File: config.mk
export PLATFORM = sky130hd
export DESIGN_NAME = mpu_load_controller_flat
export DESIGN_NICKNAME = d
export VERILOG_FILES = /design/src/rtl/mpu_load_if.sv /design/src/rtl/mpu_load_controller.sv /design/src/flat_wrapper.sv
export SDC_FILE = /design/constraint.sdc
export NUM_CORES = 1
export LEC_CHECK = 0
export CORE_MARGIN = 2
export CORE_UTILIZATION = 40
export DETAILED_ROUTE_END_ITERATION = 16
export GPL_TIMING_DRIVEN = 1
export PLACE_DENSITY = 0.72
export SYNTH_ARGS = -nofsm -noshare
export SYNTH_HDL_FRONTEND = slang
export SYNTH_SLANG_ARGS = --single-unit
File: constraint.sdc
create_clock -name clk -period 2.5 [get_ports clk]
set_input_delay 0.75 -clock clk [delete_from_list [all_inputs] [get_ports clk]]
set_output_delay 0.75 -clock clk [all_outputs]
set_load 0.01 [all_outputs]
File: src/rtl/mpu_load_if.sv
// Interface between the MPU LOAD controller, the decode/bus side and the matrix register file.
// The slave modport is used by mpu_load_controller. The master modport is used by whatever drives it.
interface mpu_load_if #(
   parameter int FP               = 32,
   parameter int M                = 5,
   parameter int N                = 5,
   parameter int MATRIX_REGISTERS = 8
);
   localparam int MBITS           = $clog2(M);
   localparam int NBITS           = $clog2(N);
   localparam int MATRIX_REG_BITS = $clog2(MATRIX_REGISTERS);

   logic                       load_req;
   logic                       load_ready;
   logic [MBITS:0]             m_in;
   logic [NBITS:0]             n_in;
   logic [MATRIX_REG_BITS:0]   matrix_addr;
   logic                       elem_valid;
   logic [FP-1:0]              elem_in;
   logic                       elem_ready;
   logic                       wr_en;
   logic [MATRIX_REG_BITS:0]   wr_addr;
   logic [MBITS:0]             wr_row;
   logic [NBITS:0]             wr_col;
   logic [FP-1:0]              wr_data;
   logic                       load_done;
   logic                       load_error;

   modport slave (
      input  load_req, m_in, n_in, matrix_addr, elem_valid, elem_in,
      output load_ready, elem_ready, wr_en, wr_addr, wr_row, wr_col, wr_data,
             load_done, load_error
   );

   modport master (
      output load_req, m_in, n_in, matrix_addr, elem_valid, elem_in,
      input  load_ready, elem_ready, wr_en, wr_addr, wr_row, wr_col, wr_data,
             load_done, load_error
   );
endinterface

File: src/rtl/mpu_load_controller.sv
// MPU LOAD controller: latches one request, then streams float_sp elements row-major into the
// matrix register file. Define MPU_LOAD_ZERO_FILL_EN to write +0.0 to every position outside m x n.
module mpu_load_controller #(
   parameter int FP               = 32,
   parameter int M                = 5,
   parameter int N                = 5,
   parameter int MATRIX_REGISTERS = 8
) (
   input  logic     clk,
   input  logic     rst,
   mpu_load_if.slave bus
);
   localparam int MBITS           = $clog2(M);
   localparam int NBITS           = $clog2(N);
   localparam int MATRIX_REG_BITS = $clog2(MATRIX_REGISTERS);

   localparam logic [MBITS:0] M_LIM    = (MBITS+1)'(M);
   localparam logic [NBITS:0] N_LIM    = (NBITS+1)'(N);
   localparam logic [MBITS:0] ROW_ONE  = (MBITS+1)'(1);
   localparam logic [NBITS:0] COL_ONE  = (NBITS+1)'(1);
   localparam logic [MBITS:0] ROW_ZERO = (MBITS+1)'(0);
   localparam logic [NBITS:0] COL_ZERO = (NBITS+1)'(0);

   typedef enum logic [1:0] {
      LOAD_IDLE    = 2'd0,
      LOAD_REQUEST = 2'd1,
      LOAD_MATRIX  = 2'd2
   } load_state_e;

   load_state_e              state_r, state_s;
   logic [MBITS:0]           m_r, row_r, row_s, row_end_s;
   logic [NBITS:0]           n_r, col_r, col_s, col_end_s;
   logic [MATRIX_REG_BITS:0] addr_r;
   logic                     write_s, pad_s, done_s, error_s, dims_bad_s, ready_s;

   logic                     load_ready_r, elem_ready_r, wr_en_r, load_done_r, load_error_r;
   logic [MATRIX_REG_BITS:0] wr_addr_r;
   logic [MBITS:0]           wr_row_r;
   logic [NBITS:0]           wr_col_r;
   logic [FP-1:0]            wr_data_r;

   // Next-state, counter advance and write/terminal decode.
   always_comb begin
      state_s    = state_r;
      row_s      = row_r;
      col_s      = col_r;
      write_s    = 1'b0;
      pad_s      = 1'b0;
      done_s     = 1'b0;
      error_s    = 1'b0;
      row_end_s  = M_LIM - ROW_ONE;
      col_end_s  = N_LIM - COL_ONE;
      dims_bad_s = (m_r == ROW_ZERO) || (m_r > M_LIM) || (n_r == COL_ZERO) || (n_r > N_LIM);
      case (state_r)
         LOAD_IDLE: begin
            if (bus.load_req) begin
               state_s = LOAD_REQUEST;
            end else begin
               state_s = LOAD_IDLE;
            end
         end
         LOAD_REQUEST: begin
            if (dims_bad_s) begin
               error_s = 1'b1;
               state_s = LOAD_IDLE;
            end else begin
               row_s   = ROW_ZERO;
               col_s   = COL_ZERO;
               state_s = LOAD_MATRIX;
            end
         end
         LOAD_MATRIX: begin
`ifdef MPU_LOAD_ZERO_FILL_EN
            pad_s   = (row_r >= m_r) || (col_r >= n_r);
            write_s = pad_s || (bus.elem_valid && elem_ready_r);
`else
            row_end_s = m_r - ROW_ONE;
            col_end_s = n_r - COL_ONE;
            write_s   = bus.elem_valid && elem_ready_r;
`endif
            if (write_s) begin
               if (col_r == col_end_s) begin
                  col_s = COL_ZERO;
                  row_s = row_r + ROW_ONE;
               end else begin
                  col_s = col_r + COL_ONE;
                  row_s = row_r;
               end
               if ((row_r == row_end_s) && (col_r == col_end_s)) begin
                  done_s  = 1'b1;
                  state_s = LOAD_IDLE;
               end else begin
                  state_s = LOAD_MATRIX;
               end
            end else begin
               state_s = LOAD_MATRIX;
            end
         end
         default: begin
            state_s = LOAD_IDLE;
         end
      endcase
   end

   // elem_ready for the next cycle; padding positions never accept an element.
   always_comb begin
      ready_s = 1'b0;
      if (state_s == LOAD_MATRIX) begin
`ifdef MPU_LOAD_ZERO_FILL_EN
         ready_s = (row_s < m_r) && (col_s < n_r);
`else
         ready_s = 1'b1;
`endif
      end else begin
         ready_s = 1'b0;
      end
   end

   // State, request latch and position counters.
   always_ff @(posedge clk) begin
      if (rst) begin
         state_r <= LOAD_IDLE;
         m_r     <= ROW_ZERO;
         n_r     <= COL_ZERO;
         addr_r  <= '0;
         row_r   <= ROW_ZERO;
         col_r   <= COL_ZERO;
      end else begin
         state_r <= state_s;
         row_r   <= row_s;
         col_r   <= col_s;
         if ((state_r == LOAD_IDLE) && bus.load_req) begin
            m_r    <= bus.m_in;
            n_r    <= bus.n_in;
            addr_r <= bus.matrix_addr;
         end else begin
            m_r    <= m_r;
            n_r    <= n_r;
            addr_r <= addr_r;
         end
      end
   end

   // Registered outputs: the write port lags the accepting edge by one cycle.
   always_ff @(posedge clk) begin
      if (rst) begin
         load_ready_r <= 1'b1;
         elem_ready_r <= 1'b0;
         wr_en_r      <= 1'b0;
         load_done_r  <= 1'b0;
         load_error_r <= 1'b0;
         wr_addr_r    <= '0;
         wr_row_r     <= ROW_ZERO;
         wr_col_r     <= COL_ZERO;
         wr_data_r    <= {FP{1'b0}};
      end else begin
         load_ready_r <= (state_s == LOAD_IDLE);
         elem_ready_r <= ready_s;
         wr_en_r      <= write_s;
         load_done_r  <= done_s;
         load_error_r <= error_s;
         if (write_s) begin
            wr_addr_r <= addr_r;
            wr_row_r  <= row_r;
            wr_col_r  <= col_r;
            wr_data_r <= pad_s ? {FP{1'b0}} : bus.elem_in;
         end else begin
            wr_addr_r <= wr_addr_r;
            wr_row_r  <= wr_row_r;
            wr_col_r  <= wr_col_r;
            wr_data_r <= wr_data_r;
         end
      end
   end

   assign bus.load_ready = load_ready_r;
   assign bus.elem_ready = elem_ready_r;
   assign bus.wr_en      = wr_en_r;
   assign bus.wr_addr    = wr_addr_r;
   assign bus.wr_row     = wr_row_r;
   assign bus.wr_col     = wr_col_r;
   assign bus.wr_data    = wr_data_r;
   assign bus.load_done  = load_done_r;
   assign bus.load_error = load_error_r;
endmodule
File: src/flat_wrapper.sv
// flat-port wrapper written by rule: the top's interface ports become plain ports
module mpu_load_controller_flat 
#(
   parameter int FP               = 32,
   parameter int M                = 5,
   parameter int N                = 5,
   parameter int MATRIX_REGISTERS = 8
)
  (clk, rst, bus_load_req, bus_m_in, bus_n_in, bus_matrix_addr, bus_elem_valid, bus_elem_in, bus_load_ready, bus_elem_ready, bus_wr_en, bus_wr_addr, bus_wr_row, bus_wr_col, bus_wr_data, bus_load_done, bus_load_error);
  mpu_load_if #(.FP(FP), .M(M), .N(N), .MATRIX_REGISTERS(MATRIX_REGISTERS)) bus_i ();
  input  logic clk;
  input  logic rst;
  input wire logic [$bits(bus_i.load_req)-1:0] bus_load_req;
  input wire logic [$bits(bus_i.m_in)-1:0] bus_m_in;
  input wire logic [$bits(bus_i.n_in)-1:0] bus_n_in;
  input wire logic [$bits(bus_i.matrix_addr)-1:0] bus_matrix_addr;
  input wire logic [$bits(bus_i.elem_valid)-1:0] bus_elem_valid;
  input wire logic [$bits(bus_i.elem_in)-1:0] bus_elem_in;
  output wire logic [$bits(bus_i.load_ready)-1:0] bus_load_ready;
  output wire logic [$bits(bus_i.elem_ready)-1:0] bus_elem_ready;
  output wire logic [$bits(bus_i.wr_en)-1:0] bus_wr_en;
  output wire logic [$bits(bus_i.wr_addr)-1:0] bus_wr_addr;
  output wire logic [$bits(bus_i.wr_row)-1:0] bus_wr_row;
  output wire logic [$bits(bus_i.wr_col)-1:0] bus_wr_col;
  output wire logic [$bits(bus_i.wr_data)-1:0] bus_wr_data;
  output wire logic [$bits(bus_i.load_done)-1:0] bus_load_done;
  output wire logic [$bits(bus_i.load_error)-1:0] bus_load_error;
  assign bus_i.load_req = bus_load_req;
  assign bus_i.m_in = bus_m_in;
  assign bus_i.n_in = bus_n_in;
  assign bus_i.matrix_addr = bus_matrix_addr;
  assign bus_i.elem_valid = bus_elem_valid;
  assign bus_i.elem_in = bus_elem_in;
  assign bus_load_ready = bus_i.load_ready;
  assign bus_elem_ready = bus_i.elem_ready;
  assign bus_wr_en = bus_i.wr_en;
  assign bus_wr_addr = bus_i.wr_addr;
  assign bus_wr_row = bus_i.wr_row;
  assign bus_wr_col = bus_i.wr_col;
  assign bus_wr_data = bus_i.wr_data;
  assign bus_load_done = bus_i.load_done;
  assign bus_load_error = bus_i.load_error;
  mpu_load_controller #(.FP(FP), .M(M), .N(N), .MATRIX_REGISTERS(MATRIX_REGISTERS)) u_core (.clk(clk), .rst(rst), .bus(bus_i));
endmodule
==> results of run 1 <==
[power by group through the flow]
| stage | logic [uW] | clock network (uW) | registers [uW] |
|---|---|---|---|
| after floorplan | 106 | 0 | 1180 |
| after global placement | 208 | 0 | 1180 |
| after detailed placement | 212 | 0 | 1190 |
| after CTS | 214 | 1060 | 1160 |
| after global routing | 233 | 1110 | 1160 |
| final | 213 | 1030 | 1160 |
[placed cells by master, fill, tap and decap left out, types with 2 or more instances in the layout]
cell type and count:
nand3_1 6, clkbuf_8 10, nand4_1 2, inv_1 8
dfxtp_1 71, nor2_1 11, nor3_1 3, xnor2_1 12
clkinvlp_4 3, buf_12 2, nand2_1 118, o21ai_1 3
or3_1 2, a21oi_1 62, ha_1 12, bufinv_16 2
clkdlybuf4s50_1 95, nor3b_1 3, and2_1 3, nand2b_1 3
buf_4 6
[area by class of cell]
class,count,area [sq um],area share (%)
Tap cell,99,124,2.93
Inverter,8,30.0,0.711
Sequential cell,71,1420,33.6
Clock buffer,10,138,3.26
Multi-Input combinational cell,259,1380,32.6
Clock inverter,6,91.3,2.16
Timing Repair Buffer,104,1040,24.6
[final timing paths]
check / endpoint / depth (start not counted) / slack, ns
worst min-delay path: u_core.bus.wr_data[22] / 2 / 0.45
worst max register to register: u_core.row_r[3] / 8 / 0.23
worst max-delay path: u_core.row_r[3] / 8 / 0.23
worst min register to register: u_core.bus.wr_data[22] / 2 / 0.45
[critical path, delay by kind of cell (launching register included)]
| family | cells | cell delay, ns |
|---|---|---|
| AO/OA/AOI/OAI | 3 | 0.78 |
| AND/OR/NAND/NOR | 3 | 0.73 |
| buffers and inverters | 1 | 0.09 |
| adder cells (fa/ha/maj) | 1 | 0.19 |
| flip-flops | 1 | 0.42 |
[routing by layer]
layer  up-vias  global-route usage (%)  share of wire [%]
met4         0                    5.83                1.0
li1       1366                       -                  -
met5         -                       0                  0
met2        80                    30.1                 47
met3         6                    6.19                8.0
met1      1198                    20.6                 44
[stage by stage]
stage / instances / total power [uW]
2_1_floorplan: 357 / 1290
3_3_place_gp: 541 / 1390
3_5_place_dp: 541 / 1400
4_1_cts: 557 / 2430
5_1_grt: 557 / 2500
6_report: 557 / 2400
[registers in the layout, indices dropped and copies added, names as in the netlist]
register / cells
u_core.bus.wr_data: 32
u_core.addr_r: 4
u_core.bus.wr_addr: 4
u_core.bus.wr_col: 4
u_core.bus.wr_row: 4
u_core.col_r: 4
u_core.m_r: 4
u_core.n_r: 4
u_core.row_r: 4
u_core.state_r: 2
u_core.bus.elem_ready: 1
u_core.bus.load_done: 1
u_core.bus.load_error: 1
u_core.bus.load_ready: 1
u_core.bus.wr_en: 1
[kinds of logic (layout without fill, tap and decap cells)]
group / Yosys count / after routing / synth area share, %
simple gates: 161 / 161 / 24.4
compound gates: 72 / 72 / 13.4
flops: 71 / 71 / 49.1
buf+inv: 27 / 128 / 3.50
fa+ha+maj: 12 / 12 / 5.19
xor+xnor: 12 / 12 / 3.63
mux: 2 / 2 / 0.735
==> results.py, run 1 <==
metrics = {
    "cts": {
        "ctsHtreeMaxLevel": 3,
        "cts_root_buf": "clkbuf_8",
        "numCtsBuffers": 9,
        "post_cts_buffers": 0,
        "cts_resized": 0,
        "clk_latency_ns": 0.34,
        "clk_pin_slew_worst_paths_ns": 0.08,
        "clock_sinks": 71,
        "cts_buffer_depth": 2,
        "ctsHoldBuffers": 0,
        "cts_tree": "done",
    },
    "drt": {
        "num_vias": 2650,
        "finalWirelength_um": 6990,
        "drt-vias-per-instance": 4.76,
        "drc_errors": 0,
        "dr.first_iter.drc_count": 204,
        "ant_nets": 0,
        "first_pass_iters": 4,
        "wl_per_cell_um": 12.5,
    },
    "global_routing": {
        "grt_use_total_pct": 17.6,
        "grt_max_degree": 45,
        "antenna_found_initial": 0,
        "grt_overflow_total": 0,
        "grt_pass1_wl_um": 10800,
        "grt_pass1_vias": 2457,
    },
    "setup_path": {
        "cp.arrival_ns": 2.55,
        "cp-start-kind": "flip-flop",
        "crit_top_cell": "a21oi_1",
        "worstPathMaxFanout": 5,
        "required_ns": 2.77,
        "slowest_delay_ns": 0.45,
        "crit_slowest_cell": "a2111oi_2",
        "worstPathCellList": "inv_1 > ha_1 > nor2b_1 > a2111oi_2 > a21oi_1 > nand4b_2 > or3_1 > a21oi_1",
        "crit_path_start": "u_core.m_r[0]",
        "r2r-start": "u_core.m_r[0]",
        "end_kind": "flip-flop",
        "critPathKind": "reg -> reg",
    },
    "synth": {
        "avgSynthCellArea_sq_um": 8.11,
        "synth_top_area_cell": "dfxtp_1",
        "ys_top_cells_by_area": "dfxtp_1 (49%), nand2_1 (15%), a21oi_1 (11%)",
        "ys_ff_latch": 71,
        "syn-cell-area_sq_um": 2890,
        "syn_nets": 417,
        "synth_common_cells": "nand2_1 (118), dfxtp_1 (71), a21oi_1 (62)",
        "ys_seq_area_share_pct": 49.1,
        "synth-async-reset-ratio_pct": 0,
        "ys_warn_count": 0,
        "yosysTopAreaCellShare_pct": 49.1,
        "ys.flop_type": "dfxtp_1",
        "synth.most_common_cell": "nand2_1",
        "synth_edf_count": 0,
        "netlist_instances": 357,
        "synth.distinct_cells": 35,
    },
    "timing": {
        "hold_viol": 0,
        "hold_slack_ns": 0.454,
        "fin_crit_ns": 2.27,
        "rsz0062_at_grt": "no",
        "max_freq_mhz": 440,
        "relSlewSlack_pct": 68.7,
        "setup_tns_ns": 0,
        "worst_pin_slew_ns": 0.465,
        "clock_skew_ns": 0.00966,
        "fin_ws_ns": 0.225,
        "maxSlewViolCount": 0,
        "min_period_over_period_pct": 91.0,
        "finalSetupViolCount": 0,
    },
    "place": {
        "hpwlAfterDp_um": 5030,
        "gp_congestion": 0.939,
        "portBuffers": 96,
        "place_area_sq_um": 4000,
        "place_ws_ns": 0.120,
    },
    "floorplanning": {
        "initial_core_util_pct": 40.6,
        "die_area_sq_um": 7930,
        "num_rows": 31,
        "ios": 97,
        "die_h_um": 89.1,
        "dieWidth_um": 89.1,
        "core-area_sq_um": 7140,
    },
    "pwr": {
        "p_leak_uw": 0.00144,
        "internal_power_uw": 1860,
        "seqPwrFrac_pct": 48.2,
        "power_density_nw_per_um2": 569,
        "ir_drop_mv": 0.335,
        "p_sw_share_pct": 22.7,
        "p_switching_uw": 546,
        "power_frac_clock_pct": 42.9,
        "p_comb_share_pct": 8.9,
    },
    "worst_hold_path": {
        "worstHoldStart": "u_core.bus.wr_data[22]",
        "holdCritPathClass": "reg -> reg",
    },
    "cells_and_area": {
        "n_antenna_cell": 0,
        "nets": 513,
        "drive_above_1_share_pct": 6.99,
        "fin_util_pct": 59.2,
        "area_growth_pct": 46.0,
        "final_area_sq_um": 4220,
        "final.fill_count": 670,
    },
    "flow_run": {
        "cap_violations": 0,
    },
    "outcome": {
        "outcome": "completed",
    },
}
(Power assumes the default switching activity.)
==> inputs of run 2 (changes only) <==
- CAP_MARGIN: default -> 20
==> results of run 2 <==
Same layout as run 1: the final DEF is identical, and so are final timing and power.
==> inputs of run 3 (changes only) <==
- CORE_UTILIZATION: 40 -> 45
- PLACE_DENSITY: 0.72 -> 0.79
==> results.py, run 3 (synthesized netlist as in run 1, its figures left out) <==
metrics = {
    "outcome": {
        "outcome": "completed",
    },
    "global_routing": {
        "grt_pass1_wl_um": 11600,
        "grt_overflow_total": 0,
        "antenna_found_initial": 0,
        "grt_pass1_vias": 2629,
        "grt_max_degree": 29,
        "grt_use_total_pct": 20.3,
    },
    "floorplanning": {
        "die_h_um": 84.2,
        "die_area_sq_um": 7090,
        "core-area_sq_um": 6280,
        "num_rows": 29,
        "dieWidth_um": 84.2,
        "ios": 97,
        "initial_core_util_pct": 46.1,
    },
    "pwr": {
        "power_density_nw_per_um2": 567,
        "internal_power_uw": 1850,
        "seqPwrFrac_pct": 49.2,
        "p_switching_uw": 508,
        "ir_drop_mv": 0.361,
        "p_sw_share_pct": 21.6,
        "p_leak_uw": 0.00143,
        "power_frac_clock_pct": 41.8,
        "p_comb_share_pct": 8.9,
    },
    "drt": {
        "drt-vias-per-instance": 5.05,
        "num_vias": 2690,
        "first_pass_iters": 4,
        "dr.first_iter.drc_count": 125,
        "wl_per_cell_um": 12.7,
        "ant_nets": 0,
        "drc_errors": 0,
        "finalWirelength_um": 6770,
    },
    "cells_and_area": {
        "most-common-layout-cells": "nand2_1 (118), clkdlybuf4s50_1 (95), dfxtp_1 (71)",
        "final_area_sq_um": 4160,
        "final_common_cell": "nand2_1",
        "drive_above_1_share_pct": 6.14,
        "nets": 512,
        "largest_register_ffs": 32,
        "area_growth_pct": 43.6,
        "n_antenna_cell": 0,
    },
    "cts": {
        "cts_root_buf": "clkbuf_8",
        "cts_resized": 0,
        "clk_latency_ns": 0.34,
        "clock_sinks": 71,
        "numCtsBuffers": 9,
        "clk_pin_slew_worst_paths_ns": 0.07,
        "post_cts_buffers": 0,
        "cts_buffer_depth": 2,
        "ctsHoldBuffers": 0,
        "ctsHtreeMaxLevel": 3,
        "cts_tree": "done",
    },
    "timing": {
        "hold_viol": 0,
        "maxSlewViolCount": 0,
        "fin_crit_ns": 2.25,
        "setup_tns_ns": 0,
        "hold_slack_ns": 0.454,
        "worst_pin_slew_ns": 0.512,
        "clock_skew_ns": 0.00794,
        "relSlewSlack_pct": 65.8,
        "finalSetupViolCount": 0,
        "fin_ws_ns": 0.252,
        "min_period_over_period_pct": 89.9,
        "max_freq_mhz": 445,
        "rsz0062_at_grt": "no",
    },
    "place": {
        "portBuffers": 96,
        "place_ws_ns": 0.0854,
        "gp_congestion": 0.898,
        "hpwlAfterDp_um": 4880,
        "place_area_sq_um": 3930,
    },
    "setup_path": {
        "cp.arrival_ns": 2.52,
        "required_ns": 2.77,
        "end_kind": "flip-flop",
        "cp-start-kind": "flip-flop",
        "r2r_slack_ns": 0.25,
        "worstPathMaxFanout": 5,
        "critPathKind": "reg -> reg",
    },
    "flow_run": {
        "cap_violations": 0,
    },
    "worst_hold_path": {
        "holdCritPathClass": "reg -> reg",
    },
}
[run 3: cell count changes in the layout (fill, tap and decap cells not counted)]
cell        before  now
nor2_4           1    0
a2111oi_2        1    0
a2111oi_4        0    1
buf_4            6    7
inv_6            1    0
nor2_2           0    1
buf_12           2    0
clkbuf_1         0    2
clkinvlp_4       3    1
[run 3: final cells by class]
type	instances	area, sq um
sequential	71	1420
tap	77	96.3
clock buffer	12	145
clock inverter	3	67.6
inverter	8	30.0
fill	531	2120
timing repair buffer	103	1010
multi-input combinational	259	1390
[run 3: final timing paths]
path,startpoint,end,cells after the start
max,u_core.m_r[0],u_core.row_r[3],8
min,u_core.bus.wr_addr[3],u_core.bus.wr_addr[3],2
max reg2reg,u_core.m_r[0],u_core.row_r[3],8
min reg2reg,u_core.bus.wr_addr[3],u_core.bus.wr_addr[3],2
[run 3: worst max-delay path: stages, from the launching register on]
cell	delay, ns
dfxtp_1	0.41
inv_1	0.09
ha_1	0.19
nor2b_1	0.15
a2111oi_4	0.41
a21oi_1	0.19
nand4b_2	0.27
or3_1	0.34
a21oi_1	0.14
[run 3: through the flow]
step                      util [%]  power (uW)  std cells
after floorplan                  -        1290        357
after global placement        62.6        1390        518
after detailed placement      62.6        1390        518
after CTS                     66.0        2380        533
after global routing          66.2        2470        533
final                         66.2        2360        533
[run 3: layer usage]
| metal | vias up | GRT usage (%) | part of all wire [%] |
|---|---|---|---|
| met1 | 1225 | 24.2 | 43 |
| met5 | - | 0 | 0 |
| met4 | 0 | 9.38 | 1.8 |
| met3 | 16 | 6.69 | 7.9 |
| met2 | 89 | 33.4 | 47 |
| li1 | 1360 | - | - |
[run 3: power groups by stage]
stage | clock network [uW] | registers (uW) | logic [uW]
after floorplan | 0 | 1180 | 106
after global placement | 0 | 1190 | 203
after detailed placement | 0 | 1190 | 208
after CTS | 1010 | 1160 | 209
after global routing | 1070 | 1160 | 232
final | 986 | 1160 | 211
